==> src/rtl/fir_mac_sched.sv <==
// Time-multiplexed FIR controller: one shared 32x11 radix-4 Booth multiplier
// walks all taps of a direct-form delay line, one product per cycle.
module fir_mac_sched #(
    parameter int unsigned NTAPS = 8,
    parameter int unsigned AW    = $clog2(NTAPS)
) (
    input  logic          clk,
    input  logic          rst,
    input  logic          cfg_we,
    input  logic [AW-1:0] cfg_addr,
    input  logic [10:0]   cfg_data,
    input  logic          in_valid,
    output logic          in_ready,
    input  logic [31:0]   in_data,
    output logic          out_valid,
    input  logic          out_ready,
    output logic [31:0]   out_data,
    output logic          busy
);

    localparam logic [1:0] StIdle  = 2'd0;
    localparam logic [1:0] StMac   = 2'd1;
    localparam logic [1:0] StDrain = 2'd2;
    localparam logic [1:0] StOut   = 2'd3;

    localparam logic [AW-1:0] LastTap = AW'(NTAPS - 1);

    logic [1:0]    state_q, state_d;
    logic [31:0]   d_q [NTAPS];
    logic [10:0]   c_q [NTAPS];
    logic [31:0]   acc_q;
    logic [31:0]   p_q;
    logic          pv_q;
    logic [AW-1:0] k_q;

    logic          accept;
    logic          cfg_ok;

    assign accept = (state_q == StIdle) && in_valid;
    assign cfg_ok = cfg_we && (state_q == StIdle) && (32'(cfg_addr) < NTAPS);

    // Radix-4 Booth: six signed digits from the 11-bit coefficient.
    logic [31:0] mul_x;
    logic [10:0] mul_y;
    logic [12:0] booth_y;
    logic [42:0] mul_xe;
    logic [42:0] pp;
    logic [42:0] prod;
    logic [31:0] mul_p;
    logic        mul_unused;

    assign mul_x = d_q[k_q];
    assign mul_y = c_q[k_q];

    always_comb begin
        booth_y = {mul_y[10], mul_y, 1'b0};
        mul_xe  = {{11{mul_x[31]}}, mul_x};
        prod    = '0;
        pp      = '0;
        for (int i = 0; i < 6; i++) begin
            case (booth_y[2*i +: 3])
                3'b001, 3'b010: pp = mul_xe;
                3'b011:         pp = mul_xe << 1;
                3'b100:         pp = -(mul_xe << 1);
                3'b101, 3'b110: pp = -mul_xe;
                default:        pp = '0;
            endcase
            prod = prod + (pp << (2 * i));
        end
    end

    // Q1.10 scaling: arithmetic shift by 10 is a floor divide.
    assign mul_p      = prod[41:10];
    assign mul_unused = ^{prod[42], prod[9:0]};

    always_comb begin
        state_d = state_q;
        unique case (state_q)
            StIdle:  if (in_valid) state_d = StMac;
            StMac:   if (k_q == LastTap) state_d = StDrain;
            StDrain: state_d = StOut;
            StOut:   if (out_ready) state_d = StIdle;
            default: state_d = StIdle;
        endcase
    end

    always_ff @(posedge clk) begin
        if (rst) begin
            state_q <= StIdle;
            acc_q   <= '0;
            p_q     <= '0;
            pv_q    <= 1'b0;
            k_q     <= '0;
            for (int unsigned i = 0; i < NTAPS; i++) begin
                d_q[i] <= '0;
                c_q[i] <= '0;
            end
        end else begin
            state_q <= state_d;
            if (cfg_ok) begin
                c_q[cfg_addr] <= cfg_data;
            end
            if (accept) begin
                d_q[0] <= in_data;
                for (int unsigned i = 1; i < NTAPS; i++) begin
                    d_q[i] <= d_q[i-1];
                end
                acc_q <= '0;
                k_q   <= '0;
                pv_q  <= 1'b0;
            end
            if (state_q == StMac) begin
                p_q  <= mul_p;
                pv_q <= 1'b1;
                k_q  <= k_q + 1'b1;
                if (pv_q) begin
                    acc_q <= acc_q + p_q;
                end
            end
            if (state_q == StDrain) begin
                acc_q <= acc_q + p_q;
                pv_q  <= 1'b0;
            end
        end
    end

    assign in_ready  = (state_q == StIdle);
    assign out_valid = (state_q == StOut);
    assign busy      = (state_q != StIdle);
    assign out_data  = acc_q;

endmodule
==> config.mk <==
export PLATFORM = sky130hd
export DESIGN_NAME = fir_mac_sched
export DESIGN_NICKNAME = d
export VERILOG_FILES = /design/src/rtl/fir_mac_sched.sv
export SDC_FILE = /design/constraint.sdc
export NUM_CORES = 1
export LEC_CHECK = 0
export CAP_MARGIN = 20
export CELL_PAD_IN_SITES_DETAIL_PLACEMENT = 1
export CELL_PAD_IN_SITES_GLOBAL_PLACEMENT = 1
export CORE_UTILIZATION = 45
export DETAILED_ROUTE_END_ITERATION = 8
export PLACE_DENSITY_LB_ADDON = 0.15
export SYNTH_ARGS = -nofsm -noshare
export SYNTH_HDL_FRONTEND = slang
export SYNTH_SLANG_ARGS = --single-unit
==> constraint.sdc <==
create_clock -name clk -period 13.9 [get_ports clk]
set_input_delay 3.475 -clock clk [delete_from_list [all_inputs] [get_ports clk]]
set_output_delay 3.475 -clock clk [all_outputs]
set_load 0.05 [all_outputs]
==> run summary, run 1 <==
Register area share after synthesis -> 36.2%
Synth Cell Area -> 0.0326 sq mm
CTS root buffer -> clkbuf_16
Core Region -> 0.0715 sq mm
PostCTS Resize Cnt -> 0
Later-pin clock latency in the skew report -> 0.61 ns
Critical path class -> flip-flop to flip-flop
1st-iter DRT viols -> 3164
Worst Skew -> 0.0512 ns
Die Wd -> 271 microns
Hold Path Class -> flip-flop to flip-flop
R2R Path End -> p_q[24]$_SDFFE_PP0P_
Post-route ant nets -> 0
Crit-path slowest cell -> xnor2_1
Cts-stage hold buffer count -> 0
Pin count of the biggest net entering global routing -> 123
Top Ports -> 86
Max-cap violations -> 0
Yosys warns -> 0
Hold Crit Depth -> 2
Slew headroom -> 20.0%
Fin crit period -> 10.96 ns
# nets final -> 3636
Mean Syn Cell Area -> 9.53 sq um
Initial Utilization -> 45.5%
Placed cell count -> 4264
Largest stage delay, worst path -> 0.99 ns
DP Wirelength -> 83200 microns
#FFs+latches synth -> 417
Initial antenna violation count -> 1
Via count -> 28200
Row count -> 98
CP Max Fanout -> 37
Pins over their slew limit -> 0
Tightest Pin Transition -> 1.19 ns
Reg2reg path depth -> 31
CTS buffer count -> 46
Design area -> 0.0358 sq mm
Asr flop ratio synth -> 0%
Area grow syn2layout -> 9.83%
DR pass1 iterations -> 6
Clock slew at reported path FFs -> 0.06 ns
RSZ-0062 raised after global routing -> false
Flop2flop setup slack -> 2.94 ns
Final setup viols -> 0
Hold path start -> p_q[23]$_SDFFE_PP0P_
Synth cell types -> 85
Deepest clock path buffer count -> 3
Crit-path most repeated cell -> nor2_1
Vias in the first global route -> 28800
Ant diodes -> 0
DR vias/cell -> 6.48
Post-CTS Setup Inserts -> 0
Final Cycle Share -> 78.9%
Post-synth EDFFs -> 344
PortBufs -> 85
Arrival @ worst endpoint -> 11.43 ns
DRC violations left -> 0
Htree depth -> 2
Sum of negative setup slack -> 0 ns
Gr usage total -> 32.5%
Worst hold endpoint -> p_q[23]$_SDFFE_PP0P_
Final hold violations -> 0
Ys flop type -> edfxtp_1
Die area -> 0.0734 sq mm
Startpoint types -> flip-flop
Die height -> 271 microns
Non-filler instance count after layout -> 4351
Drt wl/cell -> 28.0 microns
Highest clock rate -> 91.2 MHz
Cell Area, Placed -> 0.0343 sq mm
RePlAce Congestion -> 0.993
Congestion Overflow GR -> 0
Clock tree from TritonCTS -> built
Share of cells above drive strength 1 -> 8.94%
Status -> completed
First-pass GRT wire length -> 182000 microns
Worst Setup End Kind -> flip-flop
Post-synthesis cell count -> 3417
CP required -> 14.37 ns
Syn Nets -> 3688
WL final -> 122000 microns
Clk sinks -> 417
==> critical path, delay by kind of cell, from the launching register on <==
family | cells | cell delay (ns)
simple gates | 10 | 2.36
compound gates | 8 | 2.35
fa+ha+maj | 5 | 2.15
buf+inv | 5 | 1.06
mux | 2 | 1.00
xor+xnor | 1 | 0.99
flops | 1 | 0.81
==> synthesized netlist by cell type (10+ instances only) <==
master,instances,area [sq um]
nor3_1,54,270
and3_1,10,62.6
mux2i_1,65,651
o21bai_1,17,128
a22oi_1,37,278
buf_1,33,124
nand2_1,284,1070
nor2_1,296,1110
xor2_1,40,350
ha_1,84,1050
xnor2_1,68,596
dfxtp_1,73,1460
o21a_1,21,158
or3_1,13,81.3
nand2b_1,17,106
a21o_1,36,270
a21oi_1,236,1180
o31ai_1,12,90.1
a32oi_1,11,96.3
clkbuf_1,212,796
nand4_1,14,87.6
nand3_1,73,365
edfxtp_1,344,10300
o221ai_1,26,228
o21ai_0,165,826
and2_1,286,1790
mux4_2,84,1890
o211ai_1,20,150
a221oi_1,53,464
buf_2,11,55.1
fa_1,136,2720
o22ai_1,76,475
or2_2,14,87.6
nor2b_1,81,507
a31oi_1,31,194
mux2_2,18,203
a211oi_1,30,225
inv_1,209,785
==> worst max path at each step <==
stage,from,slack (ns),cells past startpoint,endpoint
final,flip-flop,2.94,31,p_q[24]$_SDFFE_PP0P_
after global routing,flip-flop,2.33,33,p_q[28]$_SDFFE_PP0P_
after CTS,flip-flop,3.16,33,p_q[24]$_SDFFE_PP0P_
after detailed placement,flip-flop,3.17,34,p_q[24]$_SDFFE_PP0P_
after global placement,flip-flop,3.33,34,p_q[24]$_SDFFE_PP0P_
after floorplan,rst,3.36,3,d_q[0][0]$_SDFFCE_PN0P_
==> state kept, by name, indices dropped and copies added, names as in the netlist, named ones only <==
name and flops:
d_q 256, c_q 88, out_data 32, p_q 32, k_q 3, state_q 2
pv_q 1
==> stage by stage <==
stage,hold WS [ns],utilization [%],setup WS [ns]
floorplan,0.429,-,3.36
global placement,0.459,47.9,3.33
detailed placement,0.463,48.0,3.17
CTS,0.479,50.0,3.16
global route,0.520,50.0,2.33
finish,0.486,50.0,2.94
==> kinds of logic (layout without fill, tap and decap cells) <==
logic type      after synthesis  in the layout  synth area share (%)
simple gates               1180           1180                  18.0
buf+inv                     480            464                  5.86
xor+xnor                    109            109                  2.97
fa+ha+maj                   220            220                  11.6
compound gates              838            838                  16.5
mux                         173            173                  8.88
flops                       417            417                  36.2
==> cells in the final DEF, fill, tap and decap left out, drive strengths merged, types with 36 or more instances in the layout <==
cell / instances
a21o: 36
a21oi: 236
a221oi: 53
a22oi: 37
and2: 288
buf: 85
clkbuf: 59
clkdlybuf4s50: 84
dfxtp: 73
edfxtp: 344
fa: 136
ha: 84
inv: 213
mux2i: 65
mux4: 89
nand2: 284
nand3: 73
nor2: 297
nor2b: 81
nor3: 56
o21ai: 168
o22ai: 76
xnor2: 68
xor2: 40
==> layout make-up <==
cell class                      count  area (sq um)
Clock buffer                       59          1210
Clock inverter                     25           205
Fill cell                        7941         35700
Inverter                          211           792
Multi-Input combinational cell   2520         19000
Sequential cell                   417         11800
Tap cell                          950          1190
Timing Repair Buffer              169          1520
==> routing by layer <==
| layer | vias up | track usage, % | wire (microns) |
|---|---|---|---|
| li1 | 12100 | - | - |
| met1 | 14300 | 44.7 | 51000 |
| met2 | 1429 | 49.8 | 53700 |
| met3 | 332 | 6.14 | 10800 |
| met4 | 0 | 14.8 | 6070 |
| met5 | - | 0 | 0 |
Power of run 1 is not shown: default switching activity piles up to over one toggle a cycle in this logic, so the estimate is an artifact.
==> run 2: changes to the inputs <==
==> constraint.sdc (replaced) <==
create_clock -name clk -period 10.6 [get_ports clk]
set_input_delay 2.65 -clock clk [delete_from_list [all_inputs] [get_ports clk]]
set_output_delay 2.65 -clock clk [all_outputs]
set_load 0.05 [all_outputs]
==> run summary, run 2 (same netlist as run 1, synthesis figures left out) <==
Max reg flops -> 256 (unchanged)
DR pass1 iterations -> 9 (was 6)
Highest clock rate -> 104 MHz (was 91.2 MHz)
Max-cap violations -> 0 (unchanged)
Hold Path Class -> flip-flop to flip-flop (unchanged)
Status -> completed (unchanged)
Fin crit period -> 9.64 ns (was 10.96 ns)
Later-pin clock latency in the skew report -> 0.60 ns (was 0.61 ns)
PortBufs -> 85 (unchanged)
Commonest non-fill, non-tap cells in the layout -> edfxtp_1 (344), nor2_1 (290), and2_1 (286) (was edfxtp_1 (344), nor2_1 (289), and2_1 (286))
Deepest clock path buffer count -> 3 (unchanged)
# nets final -> 3648 (was 3636)
DR vias/cell -> 6.48 (about the same)
Initial Utilization -> 45.5% (unchanged)
Pins over their slew limit -> 0 (unchanged)
Largest stage delay, worst path -> 0.77 ns (was 0.99 ns)
Tightest Pin Transition -> 1.17 ns (was 1.19 ns)
DP Wirelength -> 86600 microns (was 83200 microns)
PostCTS Resize Cnt -> 0 (unchanged)
Number of fillers in the final layout -> 7922 (was 7941)
Share of cells above drive strength 1 -> 9.29% (was 8.94%)
Design area -> 0.0359 sq mm (was 0.0358 sq mm)
Sum of negative setup slack -> 0 ns (unchanged)
Gr usage total -> 33.1% (was 32.5%)
CP required -> 11.12 ns (was 14.37 ns)
Initial antenna violation count -> 0 (was 1)
Register with the most flip-flops -> d_q (unchanged)
Placed cell count -> 4279 (was 4264)
Cts-stage hold buffer count -> 0 (unchanged)
Pin count of the biggest net entering global routing -> 184 (was 123)
DRC violations left -> 0 (unchanged)
WL final -> 123000 microns (was 122000 microns)
Top Ports -> 86 (unchanged)
Die area -> 0.0734 sq mm (unchanged)
Commonest non-fill, non-tap cell in the layout -> edfxtp_1 (unchanged)
Area grow syn2layout -> 10.3% (was 9.83%)
Largest registers -> d_q x256, c_q x88 (unchanged)
Final hold violations -> 0 (unchanged)
Post-CTS Setup Inserts -> 0 (unchanged)
RSZ-0062 raised after global routing -> false (unchanged)
First-pass GRT wire length -> 185000 microns (was 182000 microns)
Clk sinks -> 417 (unchanged)
CP Max Fanout -> 84 (was 37)
CTS buffer count -> 46 (unchanged)
Startpoint types -> flip-flop (unchanged)
Core Region -> 0.0715 sq mm (unchanged)
Drt wl/cell -> 28.2 microns (was 28.0 microns)
Row count -> 98 (unchanged)
Htree depth -> 2 (unchanged)
1st-iter DRT viols -> 3387 (was 3164)
Cell Area, Placed -> 0.0344 sq mm (was 0.0343 sq mm)
Clock tree from TritonCTS -> built (unchanged)
Post-route ant nets -> 0 (unchanged)
Arrival @ worst endpoint -> 10.16 ns (was 11.43 ns)
Die Wd -> 271 microns (unchanged)
Crit-path slowest cell -> dfxtp_4 (was xnor2_1)
Non-filler instance count after layout -> 4363 (was 4351)
Critical path class -> flip-flop to flip-flop (unchanged)
Clock slew at reported path FFs -> 0.06 ns (about the same)
Slew headroom -> 21.9% (was 20.0%)
RePlAce Congestion -> 1.03 (was 0.993)
Final Cycle Share -> 91.0% (was 78.9%)
Via count -> 28300 (was 28200)
Ant diodes -> 0 (unchanged)
Vias in the first global route -> 28600 (was 28800)
Worst Skew -> 0.0149 ns (was 0.0512 ns)
Die height -> 271 microns (unchanged)
Hold WS -> 0.466 ns (was 0.486 ns)
Final setup viols -> 0 (unchanged)
Crit-path most repeated cell -> a21o_1 (was nor2_1)
CTS root buffer -> clkbuf_16 (unchanged)
Congestion Overflow GR -> 0 (unchanged)
Worst Setup End Kind -> flip-flop (unchanged)
## run 2: cell count changes in the layout (fill, tap and decap cells not counted), moves of 2 or more
cell / change
clkinvlp_4: -2
bufinv_16: +2
clkbuf_8: +2
buf_4: +10
clkinv_1: -2
clkinv_8: +2
buf_16: -2
buf_12: +5
## run 2: cell type report
type                            count  area, sq um  share of cell area [%]
Clock buffer                       60         1230                    3.43
Clock inverter                     24          241                   0.672
Inverter                          211          792                    2.20
Multi-Input combinational cell   2520        19000                    53.0
Sequential cell                   417        11800                    32.9
Tap cell                          950         1190                    3.31
Timing Repair Buffer              181         1630                    4.54
## run 2: layer usage
| layer | wire, microns | part of all wire, % | up-vias | GRT usage (%) |
|---|---|---|---|---|
| li1 | - | - | 12200 | - |
| met1 | 50700 | 41 | 14300 | 44.7 |
| met2 | 54200 | 44 | 1485 | 50.3 |
| met3 | 11700 | 9.5 | 362 | 7.10 |
| met4 | 6570 | 5.3 | 0 | 15.9 |
| met5 | 0 | 0 | - | 0 |
## run 2: final timing paths
check	from	end	slack [ns]	cells after the start
setup / recovery	flip-flop	p_q[31]$_SDFFE_PP0P_	0.96	30
hold / removal	p_q[23]$_SDFFE_PP0P_	p_q[23]$_SDFFE_PP0P_	0.47	2
setup reg to reg	flip-flop	p_q[31]$_SDFFE_PP0P_	0.96	30
hold reg to reg	p_q[23]$_SDFFE_PP0P_	p_q[23]$_SDFFE_PP0P_	0.47	2
## run 2: per-stage QoR
| step | setup WS (ns) | util, % |
|---|---|---|
| 6_report | 0.956 | 50.2 |
| 5_1_grt | 0.422 | 50.2 |
| 4_1_cts | 0.989 | 50.2 |
| 3_5_place_dp | 1.12 | 48.2 |
| 3_3_place_gp | 1.59 | 48.2 |
| 2_1_floorplan | 0.889 | - |
## run 2: worst max-delay path, delay by kind of cell, from the launching register on
kind / cells / cell delay, ns
buffers and inverters: 3 / 0.54
AOI/OAI and AO/OA: 14 / 2.69
DFF: 1 / 0.77
xor gates and xnor gates: 2 / 0.84
and+or+nand+nor: 7 / 2.77
adders and majority gates: 4 / 1.84
Power of run 2 is left out for the same reason.
